[src/rtl/stream_fifo_if.sv]
// stream_fifo_if: valid/ready write and read streams of a FIFO
interface stream_fifo_if #(parameter int WIDTH = 32);
  logic             wr_valid;
  logic             wr_ready;
  logic [WIDTH-1:0] wr_data;
  logic             rd_valid;
  logic             rd_ready;
  logic [WIDTH-1:0] rd_data;
  modport master (output wr_valid, wr_data, rd_ready, input wr_ready, rd_valid, rd_data);
  modport slave  (input wr_valid, wr_data, rd_ready, output wr_ready, rd_valid, rd_data);
endinterface

[src/rtl/stream_fifo.sv]
// stream_fifo: single-clock FWFT FIFO with level, thresholds and sticky ovf/udf diagnostics
module stream_fifo #(
  parameter int WIDTH    = 32,
  parameter int DEPTH    = 16,
  parameter int AF_LEVEL = 12,
  parameter int AE_LEVEL = 2,
  localparam int LW      = $clog2(DEPTH + 1)
) (
  input  logic          clk,
  input  logic          rst,
  input  logic          flush,
  input  logic          clr_err,
  stream_fifo_if.slave  s,
  output logic [LW-1:0] level,
  output logic          almost_full,
  output logic          almost_empty,
  output logic          ovf,
  output logic          udf
);
  localparam int PW = $clog2(DEPTH);
  logic [WIDTH-1:0] mem [DEPTH];
  logic [PW-1:0]    wr_ptr, rd_ptr;
  logic             full, empty, wr_fire, rd_fire;
  function automatic logic [PW-1:0] inc(input logic [PW-1:0] p);
    return (p == PW'(DEPTH - 1)) ? '0 : p + PW'(1);
  endfunction
  assign full         = level == LW'(DEPTH);
  assign empty        = level == '0;
  assign wr_fire      = s.wr_valid && !full;
  assign rd_fire      = s.rd_ready && !empty;
  assign s.wr_ready   = !full;
  assign s.rd_valid   = !empty;
  assign s.rd_data    = mem[rd_ptr];
  assign almost_full  = level >= LW'(AF_LEVEL);
  assign almost_empty = level <= LW'(AE_LEVEL);
  always_ff @(posedge clk)
    if (wr_fire && !flush) mem[wr_ptr] <= s.wr_data;
  always_ff @(posedge clk or posedge rst)
    if (rst) begin
      wr_ptr <= '0;
      rd_ptr <= '0;
      level  <= '0;
    end else if (flush) begin
      wr_ptr <= '0;
      rd_ptr <= '0;
      level  <= '0;
    end else begin
      wr_ptr <= wr_fire ? inc(wr_ptr) : wr_ptr;
      rd_ptr <= rd_fire ? inc(rd_ptr) : rd_ptr;
      level  <= (wr_fire && !rd_fire) ? level + LW'(1) : (rd_fire && !wr_fire) ? level - LW'(1) : level;
    end
  // set beats clear so an event in the clearing cycle is never lost
  always_ff @(posedge clk or posedge rst)
    if (rst) begin
      ovf <= 1'b0;
      udf <= 1'b0;
    end else begin
      ovf <= (s.wr_valid && full) ? 1'b1 : clr_err ? 1'b0 : ovf;
      udf <= (s.rd_ready && empty) ? 1'b1 : clr_err ? 1'b0 : udf;
    end
endmodule

[src/flat_wrapper.sv]
// flat-port wrapper written by rule: the top's interface ports become plain ports
module stream_fifo_flat 
#(
  parameter int WIDTH    = 32,
  parameter int DEPTH    = 16,
  parameter int AF_LEVEL = 12,
  parameter int AE_LEVEL = 2,
  localparam int LW      = $clog2(DEPTH + 1)
)
  (clk, rst, flush, clr_err, level, almost_full, almost_empty, ovf, udf, s_wr_valid, s_wr_data, s_rd_ready, s_wr_ready, s_rd_valid, s_rd_data);
  stream_fifo_if #(.WIDTH(WIDTH)) s_i ();
  input  logic clk;
  input  logic rst;
  input  logic flush;
  input  logic clr_err;
  output logic [LW-1:0] level;
  output logic almost_full;
  output logic almost_empty;
  output logic ovf;
  output logic udf;
  input wire logic [$bits(s_i.wr_valid)-1:0] s_wr_valid;
  input wire logic [$bits(s_i.wr_data)-1:0] s_wr_data;
  input wire logic [$bits(s_i.rd_ready)-1:0] s_rd_ready;
  output wire logic [$bits(s_i.wr_ready)-1:0] s_wr_ready;
  output wire logic [$bits(s_i.rd_valid)-1:0] s_rd_valid;
  output wire logic [$bits(s_i.rd_data)-1:0] s_rd_data;
  assign s_i.wr_valid = s_wr_valid;
  assign s_i.wr_data = s_wr_data;
  assign s_i.rd_ready = s_rd_ready;
  assign s_wr_ready = s_i.wr_ready;
  assign s_rd_valid = s_i.rd_valid;
  assign s_rd_data = s_i.rd_data;
  stream_fifo #(.WIDTH(WIDTH), .DEPTH(DEPTH), .AF_LEVEL(AF_LEVEL), .AE_LEVEL(AE_LEVEL)) u_core (.clk(clk), .rst(rst), .flush(flush), .clr_err(clr_err), .s(s_i), .level(level), .almost_full(almost_full), .almost_empty(almost_empty), .ovf(ovf), .udf(udf));
endmodule
[config.mk]
export PLATFORM = sky130hd
export DESIGN_NAME = stream_fifo_flat
export DESIGN_NICKNAME = d
export VERILOG_FILES = /design/src/rtl/stream_fifo_if.sv /design/src/rtl/stream_fifo.sv /design/src/flat_wrapper.sv
export SDC_FILE = /design/constraint.sdc
export NUM_CORES = 1
export LEC_CHECK = 0
export BUFFER_PORTS_ARGS = -buffer_cell sky130_fd_sc_hd__buf_2
export CORE_MARGIN = 8
export CORE_UTILIZATION = 45
export DETAILED_ROUTE_END_ITERATION = 8
export HOLD_SLACK_MARGIN = 0.15
export PLACE_DENSITY = 0.6
export SYNTH_ARGS = -nofsm -noshare
export SYNTH_HDL_FRONTEND = slang
export SYNTH_SLANG_ARGS = --single-unit
[constraint.sdc]
create_clock -name clk -period 3.7 [get_ports clk]
set_input_delay 0.74 -clock clk [delete_from_list [all_inputs] [get_ports clk]]
set_output_delay 0.74 -clock clk [all_outputs]
set_load 0.02 [all_outputs]
==> results.yml, run 1 <==
status:
  outcome: "completed"
logic_synthesis:
  ys_seq_area_share_pct: 76.7
  synthesis.nets: 990
  synth.area.top_cells: "edfxtp_1 (75%), mux4_2 (14%), dfrtp_1 (1.8%), mux2i_1 (1.7%), a211oi_1 (1.1%)"
  synthArstFlopShare_pct: 2.85
  postSynthCellCount: 942
  ys_ff_latch: 527
  yosysUniqueCellTypes: 38
  yosysWarnings: 0
  synth_most_common_cell: "edfxtp_1"
  yosys.area.top_type_share_pct: 74.9
  synthTopCellsByCount: "edfxtp_1 (512), mux4_2 (128), a21oi_1 (42), mux2i_1 (34), nor2b_1 (32)"
  yosysTopAreaCell: "edfxtp_1"
  syn_avg_cell_area_sq_um: 21.8
  netlist_area_sq_mm: 0.0205
  synth_flop_cell: "edfxtp_1"
  synth_edf_count: 512
power:
  ir_drop_v: 0.000406
  p_leak_nw: 7.39
  p_sw_share_pct: 24.9
  pwr-share-comb_pct: 17.1
  power_frac_seq_pct: 46.8
  clkPwrFrac_pct: 36.0
  p_switching_mw: 3.60
  powerDensity_mw_per_mm2: 611
  internal_power_mw: 10.9
timing:
  worstMarginPinSlew_ns: 0.988
  fmax_ghz: 0.286
  maxSlewHeadroom_pct: 34.1
  period_minus_slack_ns: 3.49
  rsz0062_at_grt: "no"
  finalMaxSlewViolations: 0
  finalCritPeriodShare_pct: 94.4
  clock_skew_ns: 0.0124
  final-setup-viol-count: 0
  hold_violations: 0
  setup-tns-final_ns: 0
final_layout:
  drive_gt1_share_pct: 31.7
  multi_input_area_sq_mm: 0.00459
  ff_latch_area_sq_mm: 0.0158
  design_area_sq_mm: 0.0237
  syn_to_final_growth_pct: 15.5
  final_nets: 1114
  fill_cells: 3467
clock_tree:
  clock_sinks: 527
  path_clk_slew_ns: 0.06
  clk_latency_ns: 0.59
  numCtsBuffers: 53
  cts_hold_buffers: 0
  htree_levels: 2
  cts_tree: "done"
  root_buffer: "clkbuf_16"
  cts_buffer_depth: 3
detailed_routing:
  via_per_inst: 5.55
  ant_nets: 0
  wire_per_inst_microns: 24.9
  drt_pass1_iterations: 5
  dr_wl_met3_mm: 1.79
  drtIter0Drc: 757
  wirelength_mm: 42.5
  met1_length_mm: 19.1
  wl_met2_mm: 20.8
  top_layer: "met5"
  vias: 9485
  remaining_drc_errors: 0
floorplanning:
  core_sq_mm: 0.0452
  placementRows: 78
  die_w_microns: 230
  io_pins: 81
  die_area_sq_mm: 0.0527
  start_util_pct: 45.4
  die_h_microns: 230
worst_setup_path:
  path_delay_family: "buffers and inverters"
  r2r_slack_ns: 0.68
  setup.worst_path.class: "register to primary output"
  r2r-start: "u_core.level[2]"
  critical_path.slowest_cell: "dfrtp_4"
  critPathBufInv: 3
  cp-end-kind: "primary output"
  crit_fanout: 21
  rr_worst_depth: 9
  cp.arrival_ns: 2.75
  critPathRequiredTime_ns: 2.96
  r2r-end: "u_core.level[4]"
  critPathLaunchType: "register"
  path_cells: "buf_12 > buf_4 > mux4_2 > nor2b_1 > a211oi_1 > a21oi_1 > buf_2"
  cpPeakStageDelay_ns: 0.54
placed_design:
  gp_congestion: 0.740
  hpwl_mm: 22.2
  placed_area_sq_mm: 0.0220
  io_buffer_count: 80
global_route:
  grt_pass1_vias: 9952
  grt_max_degree: 68
  antenna_found_initial: 3
  grt_pass1_wl_mm: 64.2
  grt-ovfl-total: 0
  gr-usage-all-layers_pct: 16.1
hold_path:
  min_path_type: "input pin to asynchronous set/reset pin"
job:
  max_cap_viol_count: 0
## power by group through the flow
stage / clock network (mW) / logic [mW] / registers, mW
after global placement: 0 / 2.49 / 6.92
after floorplan: 0 / 1.84 / 6.87
after CTS: 5.33 / 2.50 / 6.80
final: 5.22 / 2.48 / 6.78
after global routing: 5.56 / 2.70 / 6.80
after detailed placement: 0 / 2.50 / 6.92
## state kept, by name, indices dropped and copies added, names as in the netlist
signal and count:
u_core.level 5, u_core.udf 1, u_core.ovf 1, u_core.rd_ptr 4, u_core.wr_ptr 4, u_core.mem 512
## per-stage QoR
step	setup WS, ns	util, %	power (mW)	std cells	hold WS (ns)
3_5_place_dp	0.698	48.6	9.42	1605	0.519
6_report	0.208	52.5	14.5	1709	0.220
4_1_cts	0.0515	52.4	14.6	1702	0.210
5_1_grt	0.0407	52.5	15.1	1708	0.256
2_1_floorplan	0.559	-	8.72	942	0.546
3_3_place_gp	0.699	48.6	9.41	1605	0.509
## layout by cell type, fill, tap and decap left out, types with 2 or more instances in the layout
master,instances
clkinv_2,11
buf_2,80
a211oi_1,31
a211oi_2,2
nand3_1,7
clkinv_1,12
nand2b_1,2
inv_6,3
nand2_1,18
mux2i_1,34
clkbuf_16,53
buf_12,14
nor3_4,4
ha_1,9
inv_1,6
edfxtp_1,512
bufinv_16,6
or3_1,3
a21o_1,4
xor2_1,3
clkbuf_1,10
clkinvlp_4,2
buf_4,25
o21ai_0,3
nor2b_1,32
nor2_1,9
nor2_4,12
dfrtp_4,4
a21oi_1,42
dfrtp_1,11
mux4_2,128
## cells by family (layout without fill, tap and decap cells)
kind of cell    count (synthesis)  in the layout  share of synthesized area (%)
compound gates                 89             89                           2.82
simple gates                   92             92                           2.28
fa+ha+maj                      10             10                          0.646
mux                           162            162                           15.7
other cells                     0              1                              0
buf+inv                        57            223                           1.55
flops                         527            527                           76.7
xor+xnor                        5              5                          0.250
## worst register-to-register path, cell delays in order, from the launching register on
cell     delay (ns)
dfrtp_1        0.47
or3_1          0.42
o31ai_1        0.48
nand2_1        0.28
fa_1           0.47
a21o_1         0.19
a21oi_1        0.20
nand3_1        0.13
a21o_1         0.19
a21oi_2        0.12
## metal layers
layer | vias to the layer above | global-route usage (%)
li1 | 4186 | -
met2 | 198 | 26.2
met1 | 5044 | 22.6
met3 | 55 | 2.63
met5 | - | 0
met4 | 2 | 4.20
## cell type report
class / instances / share of cell area, %
multi-input cells: 358 / 19.4
repair buffers: 120 / 3.78
clock buffers: 63 / 5.75
clock inverters: 34 / 1.36
flip-flops and latches: 527 / 66.5
well taps: 600 / 3.17
diodes: 1 / 0.0106
inverters: 6 / 0.0950
## worst max-delay path by stage
| stage | startpoint | endpoint | slack, ns | cells after the start |
|---|---|---|---|---|
| global placement | u_core.rd_ptr[0] | s_rd_data[20] | 0.70 | 7 |
| floorplan | s_wr_valid | u_core.mem[12][0] | 0.56 | 5 |
| detailed placement | u_core.level[2] | u_core.level[4] | 0.70 | 9 |
| CTS | u_core.rd_ptr[0] | s_rd_data[20] | 0.05 | 7 |
| global route | u_core.rd_ptr[0] | s_rd_data[20] | 0.04 | 7 |
| finish | u_core.rd_ptr[0] | s_rd_data[16] | 0.21 | 7 |
## repair_timing
item | CTS | global route
gates resized for setup | 0 | 1
endpoints found under the setup margin | 0 | 11
buffers inserted | 0 | 6
Note: power is estimated with default switching activity, not from simulation.
==> run 2: changes to the inputs <==
--- a/config.mk
+++ b/config.mk
@@ -8,2 +8,4 @@
 export BUFFER_PORTS_ARGS = -buffer_cell sky130_fd_sc_hd__buf_2
+export CELL_PAD_IN_SITES_DETAIL_PLACEMENT = 1
+export CELL_PAD_IN_SITES_GLOBAL_PLACEMENT = 1
 export CORE_MARGIN = 8
@@ -12,3 +14,4 @@
 export HOLD_SLACK_MARGIN = 0.15
-export PLACE_DENSITY = 0.6
+export PLACE_DENSITY = 0.67
+export SKIP_CTS_REPAIR_TIMING = 1
 export SYNTH_ARGS = -nofsm -noshare
--- a/constraint.sdc
+++ b/constraint.sdc
@@ -3,2 +3,2 @@
 set_output_delay 0.74 -clock clk [all_outputs]
-set_load 0.02 [all_outputs]
+set_load 0.05 [all_outputs]
==> results.yml, run 2 (synthesis results as in run 1) <==
status:
  outcome: "completed"
clock_tree:
  clock_sinks: 527
  cts_buffer_depth: 3
  cts_tree: "done"
  htree_levels: 2
  root_buffer: "clkbuf_16"
  clk_latency_ns: 0.59
  path_clk_slew_ns: 0.06
  numCtsBuffers: 55
power:
  ir_drop_v: 0.000361
  p_leak_nw: 7.42
  total_power_mw: 14.9
  powerDensity_mw_per_mm2: 625
global_route:
  grt-ovfl-total: 0
  antenna_found_initial: 2
  grt_max_degree: 56
  grt_pass1_vias: 10400
  grt_pass1_wl_mm: 67.5
  gr-usage-all-layers_pct: 17.1
hold_path:
  min_path_type: "input pin to asynchronous set/reset pin"
timing:
  clock_skew_ns: 0.0142
  period_minus_slack_ns: 3.56
  hold_ws_ns: 0.227
  final-setup-viol-count: 0
  setup-tns-final_ns: 0
  rsz0062_at_grt: "no"
  finalCritPeriodShare_pct: 96.2
  worstMarginPinSlew_ns: 0.812
  fmax_ghz: 0.281
  hold_violations: 0
  finalMaxSlewViolations: 0
  finalWorstSetupSlack_ns: 0.141
  maxSlewHeadroom_pct: 45.9
detailed_routing:
  via_per_inst: 5.62
  vias: 9658
  drt_pass1_iterations: 7
  drtIter0Drc: 834
  remaining_drc_errors: 0
  wire_per_inst_microns: 26.5
  wirelength_mm: 45.5
  ant_nets: 0
final_layout:
  syn_to_final_growth_pct: 15.9
  layout_common_cells: "edfxtp_1 (512), mux4_2 (128), buf_2 (80), clkbuf_16 (56), a21oi_1 (42)"
  layout_commonest_cell: "edfxtp_1"
  largest_register: "u_core.mem"
  largest_reg_flops: 512
  instances_no_fill: 1718
  largestRegisters: "u_core.mem: 512 flops, u_core.level: 5 flops"
  drive_gt1_share_pct: 31.4
  final_nets: 1124
floorplanning:
  die_h_microns: 230
  placementRows: 78
  core_sq_mm: 0.0452
  die_w_microns: 230
  io_pins: 81
  die_area_sq_mm: 0.0527
  start_util_pct: 45.4
placed_design:
  io_buffer_count: 80
  dpl.cell_count: 1614
  dp_worst_setup_slack_ns: 0.628
  hpwl_mm: 25.0
  gp_congestion: 0.711
worst_setup_path:
  critPathLaunchType: "register"
  cp.arrival_ns: 2.82
  crit_fanout: 18
  r2r_slack_ns: 0.86
  cp-end-kind: "primary output"
  setup.worst_path.class: "register to primary output"
  critPathRequiredTime_ns: 2.96
  rr_worst_depth: 10
job:
  max_cap_viol_count: 0
## run 2: changes by cell type in the layout (fill, tap and decap cells not counted)
cell | before | now
inv_6 | 3 | 1
buf_4 | 25 | 30
clkinvlp_4 | 2 | 0
buf_16 | 1 | 0
bufinv_16 | 6 | 3
clkinv_2 | 11 | 6
clkinv_8 | 0 | 1
clkbuf_16 | 53 | 56
clkbuf_1 | 10 | 19
buf_12 | 14 | 18
## run 2: per-stage QoR
step           area, sq um  utilization (%)
6_report             23800             52.6
2_1_floorplan        20500                -
4_1_cts              23700             52.5
3_5_place_dp         22100             48.9
5_1_grt              23800             52.6
3_3_place_gp         22100             48.9
## run 2: final timing paths
path,to,from
worst max-delay path,s_rd_data[26],u_core.rd_ptr[0]
worst min-delay path,u_core.wr_ptr[1],rst
worst max register to register,u_core.level[4],u_core.level[4]
worst min register to register,u_core.udf,u_core.udf
max in group asynchronous,u_core.rd_ptr[1],rst
min in group clk,u_core.udf,clr_err
## run 2: final cells by class
class / instances / area, sq um
multi-input combinational: 358 / 4590
antenna: 1 / 2.50
inverter: 6 / 22.5
sequential: 527 / 15800
fill: 3945 / 21400
timing repair buffer: 128 / 986
clock buffer: 75 / 1470
tap: 600 / 751
clock inverter: 23 / 190
## run 2: routing by layer
metal,vias to the layer above,wire length [microns],GRT usage (%)
met5,-,12,0
met4,2,789,4.12
met3,54,1980,3.02
met2,208,23600,30.0
met1,5200,19100,22.1
li1,4194,-,-
## run 2: where the power goes
group	internal, mW	switching, mW	leakage, nW
combinational	1.19	1.76	1.80
sequential	6.66	0.140	4.81
clock	2.97	2.15	0.809
total	10.8	4.05	7.42
## run 2: critical path, cell delays in order (launching register included)
cell	delay, ns
dfrtp_4	0.51
buf_12	0.21
buf_4	0.26
mux4_2	0.53
nor2b_1	0.15
a211oi_1	0.25
a21oi_1	0.06
buf_2	0.25
==> run 3: changes to the inputs <==
ABC_AREA = 1   (was unset)
PLACE_DENSITY = 0.71   (was 0.67)
==> results.yml, run 3 <==
detailed_routing:
  wirelength_mm: 56.1
  vias: 13400
  ant_nets: 0
  drt_pass1_iterations: 5
  drtIter0Drc: 1130
  wire_per_inst_microns: 24.1
  remaining_drc_errors: 0
  via_per_inst: 5.78
floorplanning:
  die_w_microns: 231
  start_util_pct: 45.2
  io_pins: 81
  die_area_sq_mm: 0.0535
  placementRows: 79
  core_sq_mm: 0.0462
  die_h_microns: 231
logic_synthesis:
  synth_flop_cell: "edfxtp_1"
  synth_edf_count: 512
  yosysTopAreaCell: "edfxtp_1"
  synthesis.nets: 1641
  yosysWarnings: 0
  syn_avg_cell_area_sq_um: 13.1
  netlist_area_sq_mm: 0.0209
  ys_ff_latch: 527
  yosysUniqueCellTypes: 26
  postSynthCellCount: 1593
  synth.area.top_cells: "edfxtp_1 (74%), nor2_1 (6.1%), o21ai_0 (5.8%), o211ai_1 (2.3%), o22ai_1 (2.0%)"
  synthArstFlopShare_pct: 2.85
  yosys.area.top_type_share_pct: 73.6
  synth_most_common_cell: "edfxtp_1"
  synthTopCellsByCount: "edfxtp_1 (512), nor2_1 (338), o21ai_0 (241), nand2_1 (103), nand3_1 (79)"
  ys_seq_area_share_pct: 75.4
final_layout:
  fill_cells: 4577
  multi_input_area_sq_mm: 0.00462
  design_area_sq_mm: 0.0241
  layout_common_cells: "edfxtp_1 (512), nor2_1 (324), o21ai_0 (241), nand2_1 (103)"
  largest_register: "u_core.mem"
  largestRegisters: "u_core.mem: 512 flops, u_core.level: 5 flops"
  instances_no_fill: 2326
  largest_reg_flops: 512
  final_nets: 1725
  layout_commonest_cell: "edfxtp_1"
  syn_to_final_growth_pct: 15.3
  ff_latch_area_sq_mm: 0.0158
  diodes: 0
  drive_gt1_share_pct: 13.7
timing:
  clock_skew_ns: 0.0117
  final-setup-viol-count: 0
  rsz0062_at_grt: "no"
  finalCritPeriodShare_pct: 97.2
  period_minus_slack_ns: 3.60
  finalMaxSlewViolations: 0
  hold_ws_ns: 0.220
  hold_violations: 0
  setup-tns-final_ns: 0
  maxSlewHeadroom_pct: 51.7
  fmax_ghz: 0.278
  worstMarginPinSlew_ns: 0.723
global_route:
  grt-ovfl-total: 0
  gr-usage-all-layers_pct: 20.6
  grt_max_degree: 153
  grt_pass1_vias: 14400
  grt_pass1_wl_mm: 85.1
  antenna_found_initial: 1
worst_setup_path:
  r2r-end: "u_core.mem[1][18]"
  r2r-start: "u_core.level[0]"
  path_delay_family: "buffers and inverters"
  setup.worst_path.class: "register to primary output"
  critical_path.slowest_cell: "dfrtp_2"
  cp-end-kind: "primary output"
  crit_fanout: 17
  path_cells: "clkinvlp_4 > buf_4 > o211ai_1 > nand3_1 > nand3_1 > buf_2"
  cp-startpoint: "u_core.rd_ptr[2]"
  r2r_slack_ns: 0.89
  critPathLaunchType: "register"
  critPathRequiredTime_ns: 2.96
  rr_worst_depth: 7
  cpPeakStageDelay_ns: 0.69
  critPathBufInv: 3
  cp.arrival_ns: 2.86
  cp_common_cell: "nand3_1"
clock_tree:
  numCtsBuffers: 54
  cts_buffer_depth: 3
  root_buffer: "clkbuf_16"
  path_clk_slew_ns: 0.06
  cts_tree: "done"
  clock_sinks: 527
  htree_levels: 2
  clk_latency_ns: 0.60
placed_design:
  io_buffer_count: 80
  dpl.cell_count: 2225
  gp_congestion: 0.743
  placed_area_sq_mm: 0.0221
  hpwl_mm: 31.3
hold_path:
  min_path_type: "input pin to asynchronous set/reset pin"
job:
  max_cap_viol_count: 0
power:
  p_leak_nw: 8.01
  powerDensity_mw_per_mm2: 704
  ir_drop_v: 0.000510
status:
  outcome: "completed"
run 3: cell count changes after synthesis, moves of 37 or more:
cell and change:
nand3_1 +72, a21oi_1 -37, o22ai_1 +65, o211ai_1 +65, mux4_2 -128, o21ai_0 +238
nor2_1 +317, nand2_1 +85
run 3: how the worst max path moves through the flow:
stage	end	slack, ns	depth (start not counted)
global route	s_rd_data[26]	0.01	6
finish	s_rd_data[26]	0.10	6
detailed placement	s_rd_data[1]	0.62	8
global placement	s_rd_data[1]	0.65	8
CTS	s_rd_data[26]	-0.05	6
floorplan	u_core.mem[11][0]	-0.74	6
run 3: through the flow:
step / setup WS, ns / utilization [%] / power [mW]
floorplan: -0.739 / - / 10.1
global placement: 0.646 / 47.9 / 11.1
detailed placement: 0.616 / 47.9 / 11.3
CTS: -0.0538 / 52.0 / 17.0
global route: 0.0125 / 52.1 / 17.7
finish: 0.102 / 52.1 / 16.9
run 3: logic make-up (layout without fill, tap and decap cells):
kind of cell / Yosys count / count (layout) / share of synthesized area (%)
AOI/OAI and AO/OA: 404 / 404 / 10.9
adders and majority gates: 10 / 10 / 0.635
DFF: 527 / 527 / 75.4
xor gates and xnor gates: 2 / 2 / 0.0839
and+or+nand+nor: 526 / 526 / 9.98
buffers and inverters: 124 / 250 / 2.99
run 3: per-layer routing:
metal	vias up	track usage [%]	wire length [microns]
li1	6037	-	-
met1	7000	26.5	24000
met2	309	36.1	28300
met3	87	3.06	2600
met4	0	5.58	1190
met5	-	0	0
run 3: cell type report:
type / count / area share [%]
flip-flops and latches: 527 / 65.5
multi-input cells: 942 / 19.2
clock buffers: 70 / 6.16
clock inverters: 28 / 1.53
well taps: 607 / 3.16
inverters: 24 / 0.458
repair buffers: 128 / 3.98
run 3: where the power goes:
part / switching, mW / internal [mW]
Clock: 2.26 / 3.44
Combinational: 3.22 / 1.18
Sequential: 0.164 / 6.68
run 3: worst register-to-register path, stage by stage (launching register included):
cell,delay [ns]
dfrtp_1,0.50
nor2_1,0.11
nand3_1,0.13
nand2_1,0.15
nor2_2,0.26
nand2_1,0.31
nor2_4,0.65
buf_4,0.39
